## src/rtl/dvsd_adder_pkg.sv

```systemverilog
`default_nettype none
// ============================================================================
// Module   : dvsd_adder_pkg
// Purpose  : Shared sizing constants and types for the registered CLA adder.
// Revision : 1.0 - initial release
// ============================================================================
package dvsd_adder_pkg;

    localparam int c_WIDTH = 12;
    localparam int c_CLA_W = 4;
    localparam int c_NUM_SLICES = c_WIDTH / c_CLA_W;

    typedef logic [3:0] nibble_t;

    function automatic int slice_count(input int width, input int cla_w);
        return width / cla_w;
    endfunction

endpackage
`default_nettype wire

```

## src/rtl/dvsd_cla_4bit.sv

```systemverilog
`default_nettype none
// ============================================================================
// Module   : dvsd_cla_4bit
// Purpose  : Purely combinational 4-bit carry-lookahead adder slice.
// Revision : 1.0 - initial release
// ============================================================================
module dvsd_cla_4bit
    import dvsd_adder_pkg::*;
(
    input  logic [3:0] a,
    input  logic [3:0] b,
    input  logic       cin,
    output logic [3:0] s,
    output logic       cout
);

    nibble_t w_g;
    nibble_t w_p;
    nibble_t w_c;

    assign w_g = a & b;
    assign w_p = a ^ b;

    // Every carry is a flat sum of products of g, p and cin.
    assign w_c[0] = cin;
    assign w_c[1] = w_g[0] | (w_p[0] & cin);
    assign w_c[2] = w_g[1] | (w_p[1] & w_g[0]) | (w_p[1] & w_p[0] & cin);
    assign w_c[3] = w_g[2] | (w_p[2] & w_g[1]) | (w_p[2] & w_p[1] & w_g[0])
                  | (w_p[2] & w_p[1] & w_p[0] & cin);
    assign cout   = w_g[3] | (w_p[3] & w_g[2]) | (w_p[3] & w_p[2] & w_g[1])
                  | (w_p[3] & w_p[2] & w_p[1] & w_g[0])
                  | (w_p[3] & w_p[2] & w_p[1] & w_p[0] & cin);

    assign s = w_p ^ w_c;

endmodule
`default_nettype wire

```

## src/rtl/dvsd_adder_12bit.sv

```systemverilog
`default_nettype none
// ============================================================================
// Module   : dvsd_adder_12bit
// Purpose  : Chain of CLA slices feeding an enabled, async-reset result register.
// Revision : 1.0 - initial release
// ============================================================================
module dvsd_adder_12bit
    import dvsd_adder_pkg::*;
#(
    parameter int WIDTH = c_WIDTH,
    parameter int CLA_W = c_CLA_W
) (
    input  logic             clk,
    input  logic             rst,
    input  logic             CE,
    input  logic [WIDTH-1:0] A,
    input  logic [WIDTH-1:0] B,
    input  logic             Cin,
    output logic [WIDTH-1:0] S,
    output logic             Cout
);

    localparam int NSLICE = slice_count(WIDTH, CLA_W);

    logic [NSLICE:0]  w_carry;
    logic [WIDTH-1:0] w_sum;
    logic [WIDTH-1:0] r_sum;
    logic             r_cout;

    assign w_carry[0] = Cin;

    // Slices ripple only at slice boundaries.
    for (genvar k = 0; k < NSLICE; k++) begin : g_slice
        dvsd_cla_4bit u_cla (
            .a    (A[k*CLA_W +: CLA_W]),
            .b    (B[k*CLA_W +: CLA_W]),
            .cin  (w_carry[k]),
            .s    (w_sum[k*CLA_W +: CLA_W]),
            .cout (w_carry[k+1])
        );
    end

    always_ff @(posedge clk or posedge rst) begin
        if (rst) begin
            r_sum  <= '0;
            r_cout <= 1'b0;
        end else if (CE) begin
            r_sum  <= w_sum;
            r_cout <= w_carry[NSLICE];
        end
    end

    assign S    = r_sum;
    assign Cout = r_cout;

endmodule
`default_nettype wire

```

## config.mk

```make
export PLATFORM = sky130hd
export DESIGN_NAME = dvsd_adder_12bit
export DESIGN_NICKNAME = d
export VERILOG_FILES = /design/src/rtl/dvsd_adder_pkg.sv /design/src/rtl/dvsd_cla_4bit.sv /design/src/rtl/dvsd_adder_12bit.sv
export SDC_FILE = /design/constraint.sdc
export NUM_CORES = 1
export LEC_CHECK = 0
export BUFFER_PORTS_ARGS = -buffer_cell sky130_fd_sc_hd__buf_2
export CAP_MARGIN = 15
export CORE_AREA = 5 5 53 55
export CTS_BUF_LIST = sky130_fd_sc_hd__clkbuf_8 sky130_fd_sc_hd__clkbuf_16
export CTS_CLUSTER_SIZE = 8
export DETAILED_ROUTE_END_ITERATION = 10
export DIE_AREA = 0 0 58 60
export PLACE_DENSITY = 0.79
export REMOVE_ABC_BUFFERS = 1
export SLEW_MARGIN = 10
export SYNTH_ARGS = -nofsm -noshare
export SYNTH_HDL_FRONTEND = slang
export SYNTH_SLANG_ARGS = --single-unit
```

## constraint.sdc

```tcl
create_clock -name clk -period 1.1 [get_ports clk]
set_clock_uncertainty 0.05 [all_clocks]
set_input_delay 0.22 -clock clk [delete_from_list [all_inputs] [get_ports clk]]
set_output_delay 0.22 -clock clk [all_outputs]
set_load 0.03 [all_outputs]
```

==> results of run 1 <==
## through the flow
step           setup slack [ns]  TNS (ns)  power, mW
2_1_floorplan             -1.05     -6.91       1.21
3_3_place_gp              -1.21     -9.33       1.56
3_5_place_dp              -1.30    -10.09       1.60
4_1_cts                  -0.732     -5.49       2.18
5_1_grt                  -0.873     -6.49       2.49
6_report                 -0.858     -6.03       2.38
## layout make-up
type	instances	area, um^2
Clock inverter	1	3.75
Tap cell	30	37.5
Inverter	6	22.5
Multi-Input combinational cell	78	881
Sequential cell	13	325
Clock buffer	3	41.3
Timing Repair Buffer	77	596
Fill cell	146	435
## worst paths after layout
kind / end / slack, ns / cells after the start
worst max-delay path: S[8]$_DFFE_PP0P_ / -0.86 / 8
worst min-delay path: S[9]$_DFFE_PP0P_ / 0.35 / 3
worst max register to register: S[10]$_DFFE_PP0P_ / 0.14 / 3
worst min register to register: S[7]$_DFFE_PP0P_ / 0.47 / 1
max in group asynchronous: S[6]$_DFFE_PP0P_ / 0.16 / 3
min in group asynchronous: S[8]$_DFFE_PP0P_ / 0.50 / 3
## layout by cell type, fill, tap and decap left out, types with 2 or more instances in the layout
cell      count
o21bai_1      2
buf_2        23
a211oi_4      2
a31oi_1       2
buf_4        37
buf_6        14
xnor2_2       3
ha_4          7
inv_1         7
nand3_1       2
clkbuf_8      3
dfrtp_1      13
a21oi_1       3
ha_1          5
o211ai_1      2
a21o_1        3
o21ai_2       3
xnor2_1       3
a21oi_2       3
mux2_4        4
nor2_1        7
nand2_1       4
fa_2          3
mux2_2        3
## cells by family after synthesis
kind of cell | after synthesis | synth area share, %
AOI/OAI and AO/OA | 28 | 20.3
xor gates and xnor gates | 7 | 5.95
muxes | 7 | 7.66
adders and majority gates | 15 | 20.4
and+or+nand+nor | 21 | 11.1
DFF | 13 | 31.6
buffers and inverters | 8 | 3.04
## registers in the layout, summed over array words and instances (netlist names)
name and flops:
Cout 1, S 12
## per-layer routing
| layer | part of all wire, % | vias to the layer above |
|---|---|---|
| met5 | 0 | - |
| met4 | 3.4 | 0 |
| met3 | 6.4 | 14 |
| met2 | 55 | 62 |
| met1 | 35 | 570 |
| li1 | - | 524 |
## critical path, cell delays in order
cell and delay, ns:
buf_8 0.10, ha_4 0.24, a211oi_4 0.22, o21bai_1 0.15
a21o_1 0.22, a21o_1 0.20, fa_2 0.41, mux2_4 0.27
## power by group through the flow
stage                     combinational (mW)  clock [mW]  sequential [mW]
after global placement                 0.923           0            0.640
after CTS                               1.11       0.429            0.644
after floorplan                        0.347           0            0.861
after detailed placement               0.954           0            0.650
after global routing                    1.35       0.482            0.666
final                                   1.27       0.455            0.653
## repair_timing
action                     in CTS  in global routing
pin swaps                      22                 18
hold buffers                    1                  0
setup endpoints to repair      12                 18
gates resized for setup        33                 37
hold endpoints to repair       13                  0
buffers inserted               12                  5
==> flow_summary_export.csv, run 1 <==
group,metric,value,unit
floorplan,dieArea,3480,um^2
placement,placed_cell_area,1500,um^2
global_route,met2_usage,41.5,%
sta,slew_violations,0,
critical_path,cp-end-kind,"register",
final_layout,utilization,81.4,%
critical_path,arrival,2.04,ns
yosys,yosys-top-cells-count,"dfrtp_1, ha_1, mux2_2, nor2_1",
floorplan,core_region_area,2340,um^2
global_route,antenna_found_initial,0,
pwr,intPower,1.46,mW
clocking,numCtsBuffers,3,
pwr,p_leak,0.910,nW
floorplan,initial_utilization,44.0,%
drt,drc,0,
drt,vias_per_cell,5.63,
pwr,switching_power,0.924,mW
global_route,gr-usage-met3,4.10,%
clocking,htreeDepth,1,
floorplan,num_io_pins,41,
clocking,worstSkewPairLatency,0.25,ns
critical_path,start_kind,"primary input",
drt,firstDrtPassIters,4,
pwr,vdd_drop_max,1.06,mV
clocking,clkSlewWorstSetupHoldPaths,0.06,ns
sta,slew_headroom,65.1,%
yosys,yosys-top-cells-area,"dfrtp_1, ha_1, mux2_2",
placement,place_congestion,0.767,
status,status,"finished with violations",
yosys,synth_top_area_share,31.6,%
final_layout,finalInstanceArea,1910,um^2
drt,vias,1170,
yosys,yosysWarnings,0,
pwr,comb_power_share,53.4,%
pwr,switching_share,38.8,%
floorplan,floorplan.rows,18,
yosys,synth_most_common_cell,"dfrtp_1",
final_layout,nNetsFinal,222,
yosys,ys.flop_type,"dfrtp_1",
clocking,clock-sinks,13,
status,violations,"setup timing",
drt,wl,3.95,mm
floorplan,fp.dieW,58,um
critical_path,cp_max_fo,2,
placement,dpl.cell_count,197,
clocking,cts_tree,"yes",
placement,dp_hpwl,2.33,mm
sta,hold_ws,0.352,ns
worst_hold_path,worstHoldStart,"CE",
sta,timing.fmax,511,MHz
flow_run,max_cap_viol_count,0,
yosys,syn-instance-count,99,
clocking,cts_max_path_buffers,2,
final_layout,drive_gt1_share,64.0,%
sta,period_share,178,%
critical_path,rr_startpoint,"S[10]$_DFFE_PP0P_",
sta,setup_ws,-0.858,ns
sta,tightest_slew,0.524,ns
pwr,p_per_area,1250,nW/um^2
sta,hold_viol_final,0,
yosys,ys_types,33,
critical_path,setup.worst_path.start,"B[0]",
global_route,grt_first_pass_wirelength,5.68,mm
final_layout,insertedDiodeCount,0,
final_layout,final_cells,208,
sta,rsz0062_at_grt,"yes",
yosys,syn_area_per_cell,10.4,um^2
global_route,grt_pass1_vias,1282,
yosys,synthesis.area,1030,um^2
global_route,grt_usage,21.5,%
pwr,power_frac_seq,27.4,%
final_layout,syn2layout_area_growth,85.2,%
yosys,yosysSeqAreaShare,31.6,%
placement,port_buffers,40,
sta,setup_violations,13,
critical_path,cp.required,1.19,ns
yosys,synth-seq-cells,13,
drt,drt_iter0_drc,38,
global_route,gr-total-overflow,0,
critical_path,setup.worst_path.class,"primary input to register",
yosys,synth_top_area_cell,"dfrtp_1",
clocking,root_buffer,"clkbuf_8",
worst_hold_path,hp-class,"primary input to register",
sta,layout_min_cycle_time,1.96,ns
yosys,synthArstFlopShare,100,%
drt,wl_per_cell,19.0,um
floorplan,dieHeight,60,um
yosys,synth_edf_count,0,
pwr,pwr-share-clk,19.1,%
drt,antenna_left,0,
global_route,grt_max_degree,15,
global_route,globalRoute.busiestLayer,"met2",
global_route,met1_usage,22.3,%
No activity file was read; power rests on OpenSTA's default activity.
==> inputs of run 2 (changes only) <==
--- a/config.mk
+++ b/config.mk
@@ -13,7 +13,6 @@
 export DETAILED_ROUTE_END_ITERATION = 10
 export DIE_AREA = 0 0 58 60
 export PLACE_DENSITY = 0.79
-export REMOVE_ABC_BUFFERS = 1
 export SLEW_MARGIN = 10
 export SYNTH_ARGS = -nofsm -noshare
 export SYNTH_HDL_FRONTEND = slang
==> constraint.sdc (replaced) <==
create_clock -name clk -period 1.1 [get_ports clk]
set_clock_uncertainty 0.05 [all_clocks]
set_input_delay 0.22 -clock clk [delete_from_list [all_inputs] [get_ports clk]]
set_output_delay 0.22 -clock clk [all_outputs]
set_load 0.01 [all_outputs]
==> flow_summary_export.csv, run 2 (synthesis results as in run 1) <==
group,metric,value,unit
critical_path,rr_startpoint,"S[10]$_DFFE_PP0P_",
worst_hold_path,hp-class,"primary input to register",
yosys,synth_nets,142,
critical_path,cp_max_fo,2,
clocking,clock-sinks,13,
critical_path,endpoint,"S[8]$_DFFE_PP0P_",
final_layout,final_cells,205,
final_layout,layout_common_cells,"buf_2, buf_4, dfrtp_1",
sta,rsz0062_at_grt,"yes",
global_route,grt_max_degree,18,
sta,tightest_slew,0.495,ns
drt,wl_per_cell,16.6,um
placement,place_congestion,0.793,
status,status,"finished with violations",
critical_path,r2r_setup_slack,0.13,ns
floorplan,fp.dieW,58,um
clocking,cts_max_path_buffers,2,
clocking,numCtsBuffers,3,
global_route,grt_usage,20.4,%
clocking,htreeDepth,1,
drt,drc,0,
pwr,power.total,2.05,mW
final_layout,insertedDiodeCount,0,
floorplan,initial_utilization,44.0,%
sta,layout_min_cycle_time,1.90,ns
status,violations,"setup timing",
global_route,gr-total-overflow,0,
floorplan,core_region_area,2340,um^2
sta,timing.fmax,525,MHz
drt,drt_iter0_drc,19,
drt,vias,1109,
pwr,vdd_drop_max,1.17,mV
sta,setup_violations,11,
final_layout,finalInstanceArea,1790,um^2
final_layout,layout_commonest_cell,"buf_2",
pwr,p_per_area,1140,nW/um^2
drt,vias_per_cell,5.41,
floorplan,dieHeight,60,um
global_route,grt_pass1_vias,1246,
critical_path,start_kind,"primary input",
critical_path,cp-end-kind,"register",
placement,pre_cts_ws,-1.05,ns
sta,slew_violations,0,
sta,slew_headroom,67.0,%
sta,setup_ws,-0.804,ns
drt,wl,3.40,mm
placement,port_buffers,40,
final_layout,nNetsFinal,219,
clocking,worstSkewPairLatency,0.24,ns
clocking,root_buffer,"clkbuf_8",
clocking,clkSlewWorstSetupHoldPaths,0.06,ns
floorplan,dieArea,3480,um^2
global_route,antenna_found_initial,0,
clocking,cts_tree,"yes",
placement,dp_hpwl,2.47,mm
critical_path,reg2reg_to,"S[10]$_DFFE_PP0P_",
floorplan,num_io_pins,41,
drt,antenna_left,0,
critical_path,arrival,1.98,ns
pwr,p_leak,0.865,nW
critical_path,setup.worst_path.class,"primary input to register",
flow_run,max_cap_viol_count,0,
floorplan,floorplan.rows,18,
critical_path,setup.worst_path.start,"A[0]",
final_layout,largest_reg_flops,12,
drt,firstDrtPassIters,4,
placement,placed_cell_area,1560,um^2
global_route,grt_first_pass_wirelength,5.29,mm
critical_path,cp.required,1.18,ns
critical_path,rr_worst_depth,3,
sta,period_share,173,%
sta,hold_viol_final,0,
final_layout,drive_gt1_share,61.7,%
placement,dpl.cell_count,195,
final_layout,syn2layout_area_growth,74.1,%
## run 2: cell count changes in the layout (fill, tap and decap cells not counted), moves of 2 or more
cell | before | now
buf_2 | 23 | 37
buf_4 | 37 | 28
buf_6 | 14 | 5
inv_1 | 7 | 5
mux2_2 | 3 | 0
mux2_4 | 4 | 7
xnor2_1 | 3 | 6
xnor2_2 | 3 | 0
## run 2: stage by stage
step | hold slack, ns | utilization (%) | setup TNS (ns)
after floorplan | 0.0470 | - | -5.34
after global placement | 0.204 | 66.4 | -8.18
after detailed placement | 0.216 | 66.4 | -8.68
after CTS | 0.340 | 76.8 | -5.48
after global routing | 0.365 | 76.5 | -6.05
final | 0.343 | 76.5 | -5.64
## run 2: final cells by class
type,instances,area [um^2]
Fill cell,149,549
Sequential cell,13,325
Multi-Input combinational cell,78,841
Clock buffer,3,41.3
Tap cell,30,37.5
Timing Repair Buffer,74,512
Inverter,6,32.5
Clock inverter,1,3.75
## run 2: repair_timing
item	in CTS	in global routing
hold endpoints to repair	13	0
setup endpoints to repair	12	12
gates resized for setup	27	7
setup buffers	12	3
cloned	0	0
hold buffers	1	0
pin swaps	19	15
## run 2: metal layers
metal	share of wire, %	track usage [%]	vias up
met4	2.7	9.27	0
li1	-	-	520
met5	0	0	-
met2	55	41.5	44
met1	36	18.6	535
met3	6.2	5.18	10
## run 2: power by group
part	internal [mW]	total, mW	leakage, nW	switching (mW)
clock network	0.246	0.415	0.0269	0.169
logic	0.545	0.985	0.688	0.440
registers	0.586	0.649	0.151	0.0631
## run 2: worst min-delay path by stage
stage | start | end | slack, ns | depth (start not counted)
after floorplan | rst | Cout$_DFFE_PP0P_ | 0.05 | 1
after global placement | rst | S[6]$_DFFE_PP0P_ | 0.20 | 2
after detailed placement | rst | S[0]$_DFFE_PP0P_ | 0.22 | 2
after CTS | CE | S[9]$_DFFE_PP0P_ | 0.34 | 3
after global routing | CE | S[0]$_DFFE_PP0P_ | 0.36 | 3
final | B[11] | Cout$_DFFE_PP0P_ | 0.34 | 4
## run 2: worst max-delay path, cell delays in order
cell and delay [ns]:
buf_8 0.10, ha_4 0.24, a211oi_4 0.21, o21bai_1 0.11
a21o_1 0.19, a21o_1 0.22, fa_2 0.42, mux2_4 0.26
==> inputs of run 3 (changes only) <==
--- a/config.mk
+++ b/config.mk
@@ -5,14 +5,14 @@
 export SDC_FILE = /design/constraint.sdc
 export NUM_CORES = 1
 export LEC_CHECK = 0
-export BUFFER_PORTS_ARGS = -buffer_cell sky130_fd_sc_hd__buf_2
 export CAP_MARGIN = 15
-export CORE_AREA = 5 5 53 55
+export CORE_AREA = 5 5 48 50
 export CTS_BUF_LIST = sky130_fd_sc_hd__clkbuf_8 sky130_fd_sc_hd__clkbuf_16
 export CTS_CLUSTER_SIZE = 8
 export DETAILED_ROUTE_END_ITERATION = 10
-export DIE_AREA = 0 0 58 60
-export PLACE_DENSITY = 0.79
+export DIE_AREA = 0 0 53 55
+export DONT_BUFFER_PORTS = 1
+export PLACE_DENSITY = 0.76
 export SLEW_MARGIN = 10
 export SYNTH_ARGS = -nofsm -noshare
 export SYNTH_HDL_FRONTEND = slang
==> flow_summary_export.csv, run 3 (synthesis results as in run 1) <==
group,metric,value,unit
status,status,"finished with violations",
status,violations,"setup timing",
global_route,grt_first_pass_wirelength,4.49,mm
floorplan,initial_utilization,55.3,%
drt,vias_per_cell,6.01,
pwr,vdd_drop_max,0.982,mV
pwr,intPower,1.25,mW
pwr,comb_power_share,38.3,%
sta,timing.fmax,570,MHz
flow_run,max_cap_viol_count,0,
clocking,cts_max_path_buffers,2,
clocking,root_buffer,"clkbuf_8",
drt,drc,0,
clocking,cts_tree,"yes",
clocking,htreeDepth,1,
clocking,worstSkewPairLatency,0.24,ns
global_route,antenna_found_initial,0,
sta,layout_min_cycle_time,1.75,ns
critical_path,cp-end-kind,"register",
pwr,power_frac_seq,39.0,%
final_layout,largest_reg_flops,12,
final_layout,syn2layout_area_growth,44.5,%
critical_path,cp.buffers_inverters,0,
critical_path,setup.worst_path.start,"A[0]",
drt,firstDrtPassIters,4,
critical_path,rr_worst_depth,3,
pwr,p_per_area,1240,nW/um^2
final_layout,utilization,79.9,%
pwr,p_leak,0.645,nW
drt,antenna_left,0,
placement,place_congestion,0.806,
sta,tightest_slew,0.481,ns
sta,period_share,159,%
floorplan,dieArea,2920,um^2
clocking,clock-sinks,13,
floorplan,dieHeight,55,um
global_route,grt_pass1_vias,1042,
floorplan,fp.dieW,53,um
yosys,synth_nets,142,
sta,setup_violations,10,
critical_path,cp.required,1.18,ns
critical_path,critPathTopFamily,"compound AO/OA/AOI/OAI gates",
pwr,switching_power,0.593,mW
critical_path,arrival,1.83,ns
final_layout,final_cells,151,
critical_path,cp_common_cell,"a21o_1",
final_layout,insertedDiodeCount,0,
critical_path,critPathSlowestCell,"fa_2",
sta,setup_ws,-0.654,ns
critical_path,start_kind,"primary input",
critical_path,cp_max_fo,2,
final_layout,layout_common_cells,"buf_4, dfrtp_1, ha_4, nor2_1, mux2_4",
sta,rsz0062_at_grt,"yes",
drt,drt_iter0_drc,13,
global_route,gr-total-overflow,0,
pwr,pwr-share-clk,22.8,%
sta,hold_viol_final,0,
final_layout,nNetsFinal,168,
floorplan,core_region_area,1860,um^2
final_layout,layout_commonest_cell,"buf_4",
drt,vias,908,
placement,dp_hpwl,2.20,mm
pwr,power.total,1.84,mW
critical_path,crit_chain,"ha_4, a211oi_4, o21bai_1, a21o_1, a21o_1, fa_2, mux2_4",
sta,slew_violations,0,
floorplan,num_io_pins,41,
critical_path,cp_slowest_stage_delay,0.41,ns
drt,wl,2.91,mm
critical_path,r2r_setup_slack,0.14,ns
drt,wl_per_cell,19.3,um
worst_hold_path,hp-class,"primary input to register",
critical_path,endpoint,"S[8]$_DFFE_PP0P_",
sta,slew_headroom,67.9,%
placement,dpl.cell_count,145,
critical_path,reg2reg_to,"S[10]$_DFFE_PP0P_",
critical_path,rr_startpoint,"S[10]$_DFFE_PP0P_",
critical_path,critical_path_depth,7,
floorplan,floorplan.rows,16,
pwr,switching_share,32.2,%
final_layout,num-fill-cells,120,
global_route,grt_usage,21.7,%
clocking,clkSlewWorstSetupHoldPaths,0.06,ns
critical_path,setup.worst_path.class,"primary input to register",
final_layout,drive_gt1_share,49.2,%
global_route,grt_max_degree,21,
clocking,numCtsBuffers,3,
placement,port_buffers,0,
-- run 3: cell types whose count changed in the layout (fill, tap and decap cells not counted), sizes merged --
cell  change
buf      -51
-- run 3: repair_timing --
item                                    in CTS  in global routing
pin swaps                                    9                  8
hold buffers                                 1                  0
resized for setup                           17                  8
buffers inserted                             2                  1
hold endpoints to repair                    13                  0
endpoints found under the setup margin      10                 10
-- run 3: worst reg2reg max path, delay by kind of cell, from the launching register on --
kind / cells / cell delay [ns]
AOI/OAI and AO/OA: 2 / 0.36
DFF: 1 / 0.38
and+or+nand+nor: 1 / 0.07
-- run 3: per-layer routing --
| layer | vias to the layer above | global-route usage (%) | share of wire, % |
|---|---|---|---|
| met5 | - | 0 | 0 |
| met4 | 0 | 10.2 | 2.3 |
| met3 | 11 | 9.65 | 9.2 |
| met2 | 53 | 41.3 | 53 |
| met1 | 433 | 19.5 | 35 |
| li1 | 411 | - | - |
-- run 3: cell type report --
type	count	area, um^2	share of cell area [%]
inverters	6	30.0	2.02
well taps	27	33.8	2.27
clock buffers	3	41.3	2.78
flip-flops and latches	13	325	21.9
repair buffers	23	179	12.0
clock inverters	1	3.75	0.252
multi-input cells	78	875	58.8
-- run 3: how the worst min path moves through the flow --
| stage | from | to | slack [ns] | cells past startpoint |
|---|---|---|---|---|
| after global placement | rst | S[0]$_DFFE_PP0P_ | 0.09 | 1 |
| after global routing | CE | S[9]$_DFFE_PP0P_ | 0.009 | 1 |
| final | CE | S[9]$_DFFE_PP0P_ | 0.01 | 1 |
| after floorplan | rst | Cout$_DFFE_PP0P_ | 0.05 | 1 |
| after CTS | CE | S[9]$_DFFE_PP0P_ | 0.03 | 1 |
| after detailed placement | rst | S[0]$_DFFE_PP0P_ | 0.1 | 1 |
-- run 3: power groups by stage --
stage / Clock (mW) / Combinational [mW] / Sequential, mW
6_report: 0.419 / 0.705 / 0.717
3_5_place_dp: 0 / 0.569 / 0.723
3_3_place_gp: 0 / 0.533 / 0.718
4_1_cts: 0.420 / 0.646 / 0.720
2_1_floorplan: 0 / 0.391 / 0.697
5_1_grt: 0.441 / 0.763 / 0.735
-- run 3: stage by stage --
step                      TNS (ns)  hold slack (ns)  cell area [um^2]  setup slack, ns
after floorplan              -5.34           0.0470              1100           -0.850
after global placement       -6.50           0.0928              1290           -0.866
after detailed placement     -7.01           0.0975              1290           -0.916
after CTS                    -3.79           0.0265              1430           -0.635
after global routing         -4.57          0.00875              1490           -0.717
final                        -3.90           0.0105              1490           -0.654
